$ cat config.mk
export PLATFORM = sky130hd
export DESIGN_NAME = uart_tx_mmio
export DESIGN_NICKNAME = d
export VERILOG_FILES = /design/src/rtl/uart_tx_mmio.sv
export SDC_FILE = /design/constraint.sdc
export NUM_CORES = 1
export LEC_CHECK = 0
export BUFFER_PORTS_ARGS = -buffer_cell sky130_fd_sc_hd__clkbuf_2
export CORE_UTILIZATION = 64
export CTS_BUF_LIST = sky130_fd_sc_hd__clkbuf_2 sky130_fd_sc_hd__clkbuf_4 sky130_fd_sc_hd__clkbuf_8
export DETAILED_ROUTE_END_ITERATION = 7
export PLACE_DENSITY_LB_ADDON = 0.15
export SLEW_MARGIN = 10
export SYNTH_ARGS = -nofsm -noshare
export SYNTH_HDL_FRONTEND = slang
export SYNTH_SLANG_ARGS = --single-unit
$ cat constraint.sdc
create_clock -name Clock -period 3.62 [get_ports Clock]
set_clock_uncertainty 0.2 [all_clocks]
set_input_delay 0.362 -clock Clock [delete_from_list [all_inputs] [get_ports Clock]]
set_output_delay 0.362 -clock Clock [all_outputs]
set_load 0.03 [all_outputs]
$ cat src/rtl/uart_tx_mmio.sv
// Memory-mapped 8N1 UART transmitter: bus writes are queued in a byte FIFO and serialised LSB first on tx.
// Latency: a write into an empty, idle block makes tx fall 2 cycles later; each frame is 10*CLK_DIV cycles (11 with parity).
// Backpressure: none towards the bus; a write while full is silently dropped unless a pop happens in the same cycle.
// Build option: define UART_TX_PARITY_EN to add an even-parity bit between the data bits and the stop bit (8E1).

module uart_tx_fifo #(
    parameter int DEPTH = 8,
    parameter int W     = 8
) (
    input  logic                     Clock,
    input  logic                     nReset,
    input  logic                     wr_vld,
    input  logic [W-1:0]             wr_dat,
    input  logic                     rd_rdy,
    output logic [W-1:0]             rd_dat,
    output logic                     full,
    output logic [$clog2(DEPTH):0]   count
);
    localparam int AW = $clog2(DEPTH);

    logic [W-1:0]  mem [DEPTH];
    logic [AW-1:0] wr_ptr;
    logic [AW-1:0] rd_ptr;
    logic          push;
    logic          pop;

    // A full FIFO still accepts a byte when a slot is freed in the same cycle.
    assign full   = (count == (AW+1)'(DEPTH));
    assign pop    = rd_rdy & (count != '0);
    assign push   = wr_vld & (~full | pop);
    assign rd_dat = mem[rd_ptr];

    // Storage array: written only on an accepted push, no reset needed.
    always_ff @(posedge Clock) begin
        if (push) begin
            mem[wr_ptr] <= wr_dat;
        end
    end

    // Pointers wrap naturally because the depth is a power of two.
    always_ff @(posedge Clock or negedge nReset) begin
        if (!nReset) begin
            wr_ptr <= '0;
            rd_ptr <= '0;
            count  <= '0;
        end else begin
            if (push) wr_ptr <= wr_ptr + AW'(1);
            if (pop)  rd_ptr <= rd_ptr + AW'(1);
            case ({push, pop})
                2'b10:   count <= count + (AW+1)'(1);
                2'b01:   count <= count - (AW+1)'(1);
                default: count <= count;
            endcase
        end
    end
endmodule

module uart_tx_mmio #(
    parameter int CLK_DIV    = 868,
    parameter int FIFO_DEPTH = 8
) (
    input  logic                          Clock,
    input  logic                          nReset,
    input  logic                          wr_en,
    input  logic [7:0]                    wr_data,
    output logic                          full,
    output logic [$clog2(FIFO_DEPTH):0]   fifo_count,
    output logic                          busy,
    output logic                          tx
);
`ifdef UART_TX_PARITY_EN
    typedef enum logic [2:0] {IDLE, START, DATA, PARITY, STOP} state_t;
`else
    typedef enum logic [2:0] {IDLE, START, DATA, STOP} state_t;
`endif

    state_t      state_q, state_d;
    logic [15:0] baud_q, baud_d;
    logic [2:0]  bit_q, bit_d;
    logic [7:0]  shift_q, shift_d;
    logic        tx_d;
    logic        pop;
    logic        bit_end;
    logic [7:0]  fifo_dat;
`ifdef UART_TX_PARITY_EN
    logic        par_q, par_d;
`endif

    uart_tx_fifo #(
        .DEPTH (FIFO_DEPTH),
        .W     (8)
    ) u_fifo (
        .Clock  (Clock),
        .nReset (nReset),
        .wr_vld (wr_en),
        .wr_dat (wr_data),
        .rd_rdy (pop),
        .rd_dat (fifo_dat),
        .full   (full),
        .count  (fifo_count)
    );

    // Last cycle of the current bit period; the state advances here.
    assign bit_end = (baud_q == 16'(CLK_DIV - 1));
    assign busy    = (state_q != IDLE) | (fifo_count != '0);

    // Next-state, datapath and line value; tx is computed from the next state so the flop lines up with the state.
    always_comb begin
        state_d = state_q;
        baud_d  = bit_end ? 16'd0 : baud_q + 16'd1;
        bit_d   = bit_q;
        shift_d = shift_q;
        pop     = 1'b0;
        tx_d    = 1'b1;
`ifdef UART_TX_PARITY_EN
        par_d   = par_q;
`endif
        case (state_q)
            IDLE: begin
                baud_d = 16'd0;
                if (fifo_count != '0) begin
                    pop     = 1'b1;
                    shift_d = fifo_dat;
`ifdef UART_TX_PARITY_EN
                    par_d   = ^fifo_dat;
`endif
                    state_d = START;
                end
            end
            START: begin
                if (bit_end) begin
                    state_d = DATA;
                    bit_d   = 3'd0;
                end
            end
            DATA: begin
                if (bit_end) begin
                    shift_d = {1'b0, shift_q[7:1]};
                    bit_d   = bit_q + 3'd1;
                    if (bit_q == 3'd7) begin
`ifdef UART_TX_PARITY_EN
                        state_d = PARITY;
`else
                        state_d = STOP;
`endif
                    end
                end
            end
`ifdef UART_TX_PARITY_EN
            PARITY: begin
                if (bit_end) state_d = STOP;
            end
`endif
            STOP: begin
                if (bit_end) state_d = IDLE;
            end
            default: state_d = IDLE;
        endcase

        case (state_d)
            START:   tx_d = 1'b0;
            DATA:    tx_d = shift_d[0];
`ifdef UART_TX_PARITY_EN
            PARITY:  tx_d = par_d;
`endif
            default: tx_d = 1'b1;
        endcase
    end

    // State and datapath registers; reset forces the line high immediately.
    always_ff @(posedge Clock or negedge nReset) begin
        if (!nReset) begin
            state_q <= IDLE;
            baud_q  <= 16'd0;
            bit_q   <= 3'd0;
            shift_q <= 8'd0;
            tx      <= 1'b1;
`ifdef UART_TX_PARITY_EN
            par_q   <= 1'b0;
`endif
        end else begin
            state_q <= state_d;
            baud_q  <= baud_d;
            bit_q   <= bit_d;
            shift_q <= shift_d;
            tx      <= tx_d;
`ifdef UART_TX_PARITY_EN
            par_q   <= par_d;
`endif
        end
    end
endmodule

After elaboration in Yosys (flattened, before gate mapping) --
Memories as Yosys holds them, arrays and structs flattened. Index checks and enable logic that the tools add are counted.
Word-level totals: bits in registers 41, memories 1, bits in writable memories 64, bits of input ports 11, word-level logic and storage cells 62
Cells by class: reduce and logical (&&, ||, !) cells 8, add/sub/neg operators 6, muxes and demuxes 20, equality and inequality tests 13, bitwise logic cells 5
Memories:
- u_fifo.mem | depth 8, width 8, read ports 1, clocked after memory_dff 0, wr ports 1, line 21 | logic [W-1:0] mem [DEPTH];
Operator list (number):
- $mux W16 | 2
- $mux W3 | 7
- $add A16 B1 Y16 const B | 1
- $eq A16 B10 Y1 const B | 1
- $mux W8 | 2
- $pmux W8 S2 | 1
- $pmux W3 S4 | 1
- $add A3 B1 Y3 const B | 3
- $eq A3 B2 Y1 const B | 3
- $pmux W4 S2 | 1
- $eq A3 B1 Y1 const B | 2
- $ne A2 B2 Y1 const B | 3
- $pmux W3 S2 | 1
- $reduce_and A3 Y1 | 2
- $reduce_bool A2 Y1 | 3
- $add A4 B1 Y4 const B | 1
- $eq A4 B4 Y1 const B | 1
- $mux W1 | 4
- $reduce_bool A4 Y1 | 1
- $sub A4 B1 Y4 const B | 1
- $eq A3 B3 Y1 const B | 1
- $logic_not A3 Y1 | 1
- $reduce_bool A3 Y1 | 1
- $and A1 B1 Y1 | 2
- 5 further kinds | 6

Depth between registers and ports, before layout --
Gate-level depths: netlist of run 1.
word-level depth 8, mapped depth 12, depth with buffers taken out 10

Hierarchy --
A second synthesis of run 1 with hierarchy kept.
Unflattened totals: cell total of the unflattened synthesis 315, area total of the unflattened synthesis 4677.0 um^2
By module, submodules not included:
- uart_tx_fifo | cells each 159, sequential area each 2172.1 um^2, area an instance 3071.7 um^2, instances 1
- uart_tx_mmio | cells each 156, sequential area each 777.0 um^2, area an instance 1605.3 um^2, instances 1

Worst setup path after synthesis of run 1 --
No wires, ideal clock.
path type register -> register, start point register u_fifo.count[1], end point register u_fifo.count[2], library setup time 0.139 ns, arrival time 3.405 ns, buffers on the path 1, stages on the path, launching flop included 12, clock period less this slack 3.745 ns, slack -0.125 ns, required time 3.281 ns, cell sequence dfrtp_1 -> clkbuf_1 -> nor4b_1 -> a21boi_1 -> inv_1 -> ha_1 -> xor2_1 -> ha_1 -> a21oi_1 -> xor2_1 -> nor2_1 -> xor2_1
On the way: elaborated cells on any way between the ends 14, classes of those cells add/sub: 2; eq/ne: 3; mux: 3; bitwise: 4; reduce/logical: 2
RTL lines:
- from (decl) | line 17 | output logic [$clog2(DEPTH):0] count
- from (signal assigned) | line 50 | 2'b10: count <= count + (AW+1)'(1);
- from (signal assigned) | line 51 | 2'b01: count <= count - (AW+1)'(1);
- from (signal assigned) | line 52 | default: count <= count;
- $eq A4 B4 Y1 * | line 28 | assign full = (count == (AW+1)'(DEPTH));
- net full | line 66 | output logic full,
- $not A1 Y1 * | line 30 | assign push = wr_vld & (~full | pop);
- $or A1 B1 Y1 * | line 30
- $and A1 B1 Y1 * | line 30
- $eq A2 B1 Y1 or $eq A2 B2 Y1 (tied branches) | line 49 | case ({push, pop})
- $pmux W4 S2 or $reduce_bool A2 Y1 (tied branches)
Mark *: on every way through the listed nets, which the timed path passes. The rest lies on a longest branch. A chain may end at the register's enable or synchronous reset.

Worst setup path in the final report of run 1 --
start point register state_q[1], end point register u_fifo.count[2]
On the way: longest elaborated chain between the ends 7, elaborated cells on any way between the ends 9, classes of those cells eq/ne: 2; mux: 2; bitwise: 3; reduce/logical: 2
Ends and longest elaborated chain:
- from (decl) | line 77 | state_t state_q, state_d;
- from (signal assigned) | line 182 | state_q <= state_d;
- $logic_not A3 Y1 * | line 118 | case (state_q)
- $mux W1 * | line 118
- $and A1 B1 Y1 * | line 29 | assign pop = rd_rdy & (count != '0);
- $or A1 B1 Y1 | line 30
- $and A1 B1 Y1 | line 30
- $eq A2 B1 Y1 or $eq A2 B2 Y1 (tied branches) | line 49
- $pmux W4 S2 or $reduce_bool A2 Y1 (tied branches)
Mark *: on every way between the ends. The rest lies on a longest branch, timed or not.

==> summary.md, run 1 <==
| Metric | Value |
|---|---|
| Outcome | `finished, final reports clean` |
| DRC Markers | `0` |
| Initial Util | `0.664` |
| Placed cells | `approximately 440` |
| Leakage Power | `about 1.9 nW` |
| TritonCTS Buffers | `9` |
| Delay of the slowest cell on the worst path | `approximately 540 ps` |
| Io pins | `18` |
| Total number of vias | `approximately 2600` |
| IO buf count | `17` |
| Worst Setup Path Type | `register to register` |
| Count leader, synth | `edfxtp_1` |
| Tmin final | `3130 ps` |
| Commonest cells post-synth | `edfxtp_1 (64), dfrtp_1 (40), nor2_1 (31)` |
| Crit path cell chain | `or3_1 -> a21boi_1 -> inv_1 -> ha_1 -> xor2_1 -> ha_1 -> a21oi_1 -> xor2_1 -> nor2_1 -> xor2_1` |
| Maximum achievable frequency | `0.319 GHz` |
| Mean Syn Cell Area | `about 14 µm²` |
| Mapped cell area | `~4500 µm²` |
| Synth top area share | `0.423` |
| Die height | `around 86 µm` |
| Critical path's slowest cell | `dfrtp_1` |
| Fillers | `455` |
| Antenna Nets Post-Route | `0` |
| CP Launch Type | `register` |
| Psw | `approximately 1.1 mW` |
| Global Route Usage Sum | `0.244` |
| Total grt overflow | `0` |
| Clock power frac | `0.207` |
| Routed WL | `approximately 8000 µm` |
| Min-delay src | `wr_data[0]` |
| Syn_nets | `approximately 340` |
| CTS max path bufs | `2` |
| Setup Fix Bufs, Post-CTS | `0` |
| Worst slew pin tran | `slightly below 1000 ps` |
| Area leader, netlist | `edfxtp_1` |
| Hold Path Class | `input port to register` |
| Initial antenna violation count | `0` |
| Root Driver | `clkbuf_8` |
| Yosys reg bits | `105` |
| Data arrival time of the worst path | `between 3000 and 4000 ps` |
| Ratio of final minimum period to clock period | `0.866` |
| Synth warn | `0` |
| Vias/cell | `approximately 6` |
| Row count | `30` |
| CP max FO | `14` |
| Most used cell, CP | `xor2_1` |
| Worst EP required | `3670 ps` |
| Area grow syn2layout | `9.76%` |
| Ys async rst share | `0.390` |
| CORE AREA | `6830 µm²` |
| Tot Pwr | `3.34 mW` |
| Layout net count | `370` |
| Global-route wire length before repair | `13100 µm` |
| Int Pwr | `about 2.2 mW` |
| Iteration-0 DRC Markers | `around 200` |
| Share of cells above drive strength 1 | `0.205` |
| CTS tree | `yes` |
| Final Hold Viols | `0` |
| Vias in the first global route | `2603` |
| DRT Pass-1 Iters | `4` |
| H-tree depth | `3` |
| CP endpoint kind | `register` |
| Mapped Cells | `approximately 320` |
| Slew margin rel. | `0.344` |
| GP Congestion | `between 0.8 and 0.9` |
| Die ar. | `~7400 µm²` |
| P per Cell Area | `about 670 nW/µm²` |
| CTS sink count | `105` |
| Antenna cell count | `0` |
| Die width | `between 80 and 90 µm` |
| Sequential share of the synthesized area | `0.650` |
| Largest net degree at the start of global routing | `between 40 and 50` |
| Fin cells | `around 450` |
| Worst reg2reg path startpoint | `state_q[1]` |
| CTS resizes | `0` |
| Switch share | `0.335` |
| Worst vdd ir | `about 450 µV` |
| Final setup fails | `0` |
| Combinational power share | `0.263` |
| Top cells by area, synth | `edfxtp_1 (42%), dfrtp_1 (22%), mux4_2 (4.5%)` |
| Reg clk slew, reported paths | `roughly 110 ps` |
| Max Cap Viol | `0` |
| Final Max Tran Viols | `0` |
| Setup TNS | `0 ps` |
| Post-DP HPWL | `5260 µm` |
| Yosys cell types | `47` |
| Sequential Power Share | `0.530` |
| Unrepaired setup endpoints after global routing | `false` |
| Drt wl/cell | `17.6 µm` |
| Worst-Skew Late Latency | `about 370 ps` |
| Hold buffer count at CTS | `1` |
| Crit path from | `state_q[1]` |
| Ys flop type | `edfxtp_1` |
| EDFF count, synth | `64` |
cells in the final DEF (no fill, tap or decap), types with 5 or more instances in the layout:
cell type,instances
xor2_1,7
edfxtp_1,64
nand3_1,9
xnor2_1,15
nand2b_1,5
or4_1,5
nor3_1,15
mux2i_1,5
dfrtp_1,40
clkbuf_8,9
mux4_2,9
buf_4,10
a221o_1,7
nand2_1,18
nor4_1,6
ha_1,8
clkbuf_2,17
inv_1,8
o22ai_1,6
mux2_2,14
nor2_1,31
per-stage QoR:
step / cell area [µm²] / util / hold slack [ps] / setup slack, ps
finish: 4980 / 0.729 / 53.9 / 487
global route: 4980 / 0.729 / 50.1 / 240
CTS: 4980 / 0.729 / 41.5 / 468
detailed placement: 4780 / 0.700 / 278 / 479
global placement: 4780 / 0.700 / 267 / 558
floorplan: 4550 / - / -134 / 400
logic make-up after synthesis:
family                   after synthesis  share of synthesized area
buffers and inverters                 20                     0.0168
adder cells (fa/ha/maj)                8                     0.0221
other                                  1                   0.000826
XOR/XNOR                              22                     0.0424
flip-flops                           105                      0.650
multiplexers                          28                     0.0904
AND/OR/NAND/NOR                      106                      0.119
AO/OA/AOI/OAI                         34                     0.0590
power groups by stage:
stage | Combinational (mW) | Sequential, mW | Clock, mW
detailed placement | 0.888 | 1.79 | 0
CTS | 0.892 | 1.77 | 0.712
finish | 0.880 | 1.77 | 0.693
global route | 0.962 | 1.81 | 0.761
global placement | 0.862 | 1.78 | 0
floorplan | 0.683 | 1.71 | 0
final timing paths:
check / depth (start not counted) / end / slack [ps]
worst min-delay path: 1 / u_fifo.mem[6][0] / 50
worst min register to register: 1 / baud_q[0] / 290
worst max-delay path: 10 / u_fifo.count[2] / 490
max in group asynchronous: 2 / baud_q[8] / 2130
worst max register to register: 10 / u_fifo.count[2] / 490
min in group asynchronous: 2 / u_fifo.wr_ptr[1] / 470
worst max-delay path, delay by kind of cell (launching register included):
| family | cells | cell delay, ps |
|---|---|---|
| AO/OA/AOI/OAI | 2 | 550 |
| XOR/XNOR | 3 | 460 |
| adder cells (fa/ha/maj) | 2 | 480 |
| buffers and inverters | 1 | 210 |
| flip-flops | 1 | 540 |
| AND/OR/NAND/NOR | 2 | 570 |
final cells by class:
cell class,instances,area [µm²],area share
multi-input combinational,199,1520,0.305
inverter,8,30.0,0.00603
tap,96,120,0.0241
timing repair buffer,28,170,0.0342
clock inverter,7,68.8,0.0138
clock buffer,9,124,0.0249
sequential,105,2950,0.592
layer usage:
metal	up-vias	part of all wire	GRT usage
met4	0	0.018	0.109
li1	1276	-	-
met3	13	0.040	0.0629
met2	54	0.50	0.389
met1	1304	0.45	0.322
met5	-	0	0
flip-flops by register name, summed over array words and instances (netlist names):
name and flops:
baud_q 16, bit_q 3, shift_q 8, state_q 3, tx 1, u_fifo.count 4, u_fifo.mem 64, u_fifo.rd_ptr 3
u_fifo.wr_ptr 3
Power figures use the tool's default switching activity.
==> run 2: changes to the inputs <==
--- a/config.mk
+++ b/config.mk
@@ -5,7 +5,9 @@
 export SDC_FILE = /design/constraint.sdc
 export NUM_CORES = 1
 export LEC_CHECK = 0
+export ABC_AREA = 1
 export BUFFER_PORTS_ARGS = -buffer_cell sky130_fd_sc_hd__clkbuf_2
+export CORE_MARGIN = 10
 export CORE_UTILIZATION = 64
 export CTS_BUF_LIST = sky130_fd_sc_hd__clkbuf_2 sky130_fd_sc_hd__clkbuf_4 sky130_fd_sc_hd__clkbuf_8
 export DETAILED_ROUTE_END_ITERATION = 7
==> run 2 against run 1 <==
  * Fmax grew 27%
  * Clock-buffer cell count stayed put
  * Sequential cell count is the same
  * Register-to-register slack improved by 660 ps
  * Largest cell class unchanged
  * Largest power group unchanged
==> summary.md, run 2 <==
| Metric | Value |
|---|---|
| Global Route Usage Sum | `0.183 (was 0.244)` |
| IO buf count | `17 (unchanged)` |
| Switch share | `0.383 (was 0.335)` |
| Post-placement cell area | `4960 µm² (was 4780 µm²)` |
| Die width | `107 µm (was 86.2 µm)` |
| Synth top area share | `0.400 (was 0.423)` |
| Clock power frac | `0.207 (about the same)` |
| Row count | `31 (was 30)` |
| Min-delay src | `wr_data[2] (was wr_data[0])` |
| Hold buffer count at CTS | `1 (unchanged)` |
| CP top delay family | `simple AND/OR/NAND/NOR gates (unchanged)` |
| Final Max Tran Viols | `0 (unchanged)` |
| Drt wl/cell | `16.9 µm (was 17.6 µm)` |
| Sequential share of the synthesized area | `0.614 (was 0.650)` |
| Routed WL | `9870 µm (was 7960 µm)` |
| Commonest cells post-synth | `nor2_1 (77), nand2_1 (69), edfxtp_1 (64) (was edfxtp_1 (64), dfrtp_1 (40), nor2_1 (31))` |
| Worst EP required | `3690 ps (was 3670 ps)` |
| Ys async rst share | `0.390 (unchanged)` |
| Die ar. | `11400 µm² (was 7430 µm²)` |
| Vias/cell | `5.72 (was 5.86)` |
| Psw | `1.29 mW (was 1.12 mW)` |
| CTS sink count | `105 (unchanged)` |
| Setup TNS | `0 ps (unchanged)` |
| Max Cap Viol | `0 (unchanged)` |
| Mapped Cells | `460 (was 324)` |
| Io pins | `18 (unchanged)` |
| Critical path's slowest cell | `dfrtp_1 (unchanged)` |
| Global-route wire length before repair | `16400 µm (was 13100 µm)` |
| CP Launch Type | `register (unchanged)` |
| CTS max path bufs | `2 (unchanged)` |
| Reg clk slew, reported paths | `100 ps (was 110 ps)` |
| CORE AREA | `7290 µm² (was 6830 µm²)` |
| Synth warn | `0 (unchanged)` |
| CTS resizes | `0 (unchanged)` |
| Crit path buf inv count | `2 (was 1)` |
| CP max FO | `16 (was 14)` |
| Int Pwr | `2.08 mW (was 2.22 mW)` |
| Worst slew pin tran | `997 ps (was 985 ps)` |
| Layout net count | `498 (was 370)` |
| Count leader, synth | `nor2_1 (was edfxtp_1)` |
| Final Hold Viols | `0 (unchanged)` |
| Area grow syn2layout | `7.53% (was 9.76%)` |
| CTS tree | `yes (unchanged)` |
| Max FFs per register | `64 (unchanged)` |
| Syn_nets | `479 (was 343)` |
| Combinational power share | `0.303 (was 0.263)` |
| DRC Markers | `0 (unchanged)` |
| Final Instance Area | `5170 µm² (was 4980 µm²)` |
| DRT Pass-1 Iters | `5 (was 4)` |
| Top reg by flops | `u_fifo.mem (unchanged)` |
| P per Cell Area | `654 nW/µm² (was 671 nW/µm²)` |
| Yosys cell types | `39 (was 47)` |
| Commonest non-fill, non-tap cells in the layout | `nor2_1 (77), nand2_1 (69), edfxtp_1 (64), dfrtp_1 (40), o21ai_0 (38) (was edfxtp_1 (64), dfrtp_1 (40), nor2_1 (31), nand2_1 (18), clkbuf_2 (17))` |
| Maximum achievable frequency | `0.404 GHz (was 0.319 GHz)` |
| Final setup fails | `0 (unchanged)` |
| Initial Util | `0.659 (was 0.664)` |
| Setup Fix Bufs, Post-CTS | `0 (unchanged)` |
| Share of cells above drive strength 1 | `0.151 (was 0.205)` |
| Largest net degree at the start of global routing | `42 (unchanged)` |
| Vias in the first global route | `3342 (was 2603)` |
| Mean Syn Cell Area | `10.4 µm² (was 14.0 µm²)` |
| Total number of vias | `3332 (was 2647)` |
| H-tree depth | `3 (unchanged)` |
| Sequential Power Share | `0.489 (was 0.530)` |
| Worst-Skew Late Latency | `370 ps (about the same)` |
| Area leader, netlist | `edfxtp_1 (unchanged)` |
| Delay of the slowest cell on the worst path | `400 ps (was 540 ps)` |
| CP endpoint kind | `register (unchanged)` |
| Hold Path Class | `input port to register (unchanged)` |
| Die height | `107 µm (was 86.2 µm)` |
| Tmin final | `2470 ps (was 3130 ps)` |
| Top cells by area, synth | `edfxtp_1 (40%), dfrtp_1 (21%), nor2_1 (6.0%) (was edfxtp_1 (42%), dfrtp_1 (22%), mux4_2 (4.5%))` |
| Ratio of final minimum period to clock period | `0.684 (was 0.866)` |
| Worst vdd ir | `397 µV (was 452 µV)` |
| Post-DP HPWL | `7000 µm (was 5260 µm)` |
| EDFF count, synth | `64 (unchanged)` |
| GP Congestion | `0.929 (was 0.842)` |
| Total grt overflow | `0 (unchanged)` |
| Worst reg2reg path startpoint | `state_q[2] (was state_q[1])` |
| Worst Setup Path Type | `register to register (unchanged)` |
| Data arrival time of the worst path | `2550 ps (was 3190 ps)` |
| Fillers | `562 (was 455)` |
| Crit path from | `state_q[2] (was state_q[1])` |
| Leading registers by flop count | `u_fifo.mem: 64 flops, baud_q: 16 flops, shift_q: 8 flops (unchanged)` |
| TritonCTS Buffers | `9 (unchanged)` |
| Crit path cell chain | `nor2_1 -> inv_1 -> nor2_4 -> inv_2 -> nor2_8 -> ha_1 -> xor2_1 -> ha_1 -> a21oi_1 -> a21oi_1 -> o21ai_0 -> o21a_1 (was or3_1 -> a21boi_1 -> inv_1 -> ha_1 -> xor2_1 -> ha_1 -> a21oi_1 -> xor2_1 -> nor2_1 -> xor2_1)` |
| Yosys reg bits | `105 (unchanged)` |
| Commonest non-fill, non-tap cell in the layout | `nor2_1 (was edfxtp_1)` |
| Antenna Nets Post-Route | `0 (unchanged)` |
| Ys flop type | `edfxtp_1 (unchanged)` |
| Root Driver | `clkbuf_8 (unchanged)` |
| Antenna cell count | `0 (unchanged)` |
| Leakage Power | `2.08 nW (was 1.85 nW)` |
| Slew margin rel. | `0.335 (was 0.344)` |
| Mapped cell area | `4800 µm² (was 4540 µm²)` |
| Outcome | `finished, final reports clean (unchanged)` |
| Iteration-0 DRC Markers | `223 (was 197)` |
| Initial antenna violation count | `0 (unchanged)` |
| Unrepaired setup endpoints after global routing | `false (unchanged)` |
==> run 2: cell count changes after synthesis, moves of 9 or more <==
cell,delta
mux2_2,-14
nor2_1,+46
xnor2_1,-13
nand2_1,+51
mux4_2,-9
o21ai_0,+35
nor3_1,-9
nand3_1,+13
a21oi_1,+10
inv_1,+24
==> run 2: worst paths after layout <==
kind                                          to  slack [ps]  depth (start not counted)
worst max-delay path             u_fifo.count[2]        1150                         12
worst min-delay path            u_fifo.mem[4][2]         100                          1
min in group asynchronous              baud_q[6]         480                          2
max in group asynchronous             state_q[1]        2120                          2
worst min register to register        state_q[0]         260                          1
worst max register to register   u_fifo.count[2]        1150                         12
==> run 2: layout make-up <==
type,count,area (µm²),area share
well taps,99,124,0.0240
clock buffers,9,124,0.0240
clock inverters,7,68.8,0.0133
multi-input cells,305,1650,0.319
inverters,39,149,0.0288
flip-flops and latches,105,2950,0.571
repair buffers,19,103,0.0199
==> run 2: through the flow <==
step	hold WS, ps	utilization	instances	power (mW)	worst slack (ps)
after floorplan	-134	-	460	2.41	846
after global placement	237	0.681	566	2.65	1220
after detailed placement	253	0.681	566	2.69	1150
after CTS	84.1	0.708	583	3.39	1140
after global routing	99.1	0.708	583	3.57	922
final	98.6	0.708	583	3.38	1150
==> run 2: power groups by stage <==
stage	sequential, mW	combinational [mW]	clock (mW)
finish	1.65	1.02	0.700
floorplan	1.66	0.744	0
global route	1.68	1.14	0.753
global placement	1.67	0.989	0
detailed placement	1.67	1.02	0
CTS	1.65	1.02	0.715
==> run 2: cells by family after synthesis <==
group	Yosys count	synth area share
AO/OA/AOI/OAI	78	0.0982
other	1	0.000781
flip-flops	105	0.614
adder cells (fa/ha/maj)	8	0.0208
AND/OR/NAND/NOR	207	0.203
XOR/XNOR	11	0.0201
buffers and inverters	50	0.0430
==> run 2: routing by layer <==
metal	global-route usage	up-vias	routed length (µm)
met3	0.0413	26	545
li1	-	1602	-
met1	0.218	1603	4050
met5	0	-	0
met4	0.0793	0	272
met2	0.313	101	5000
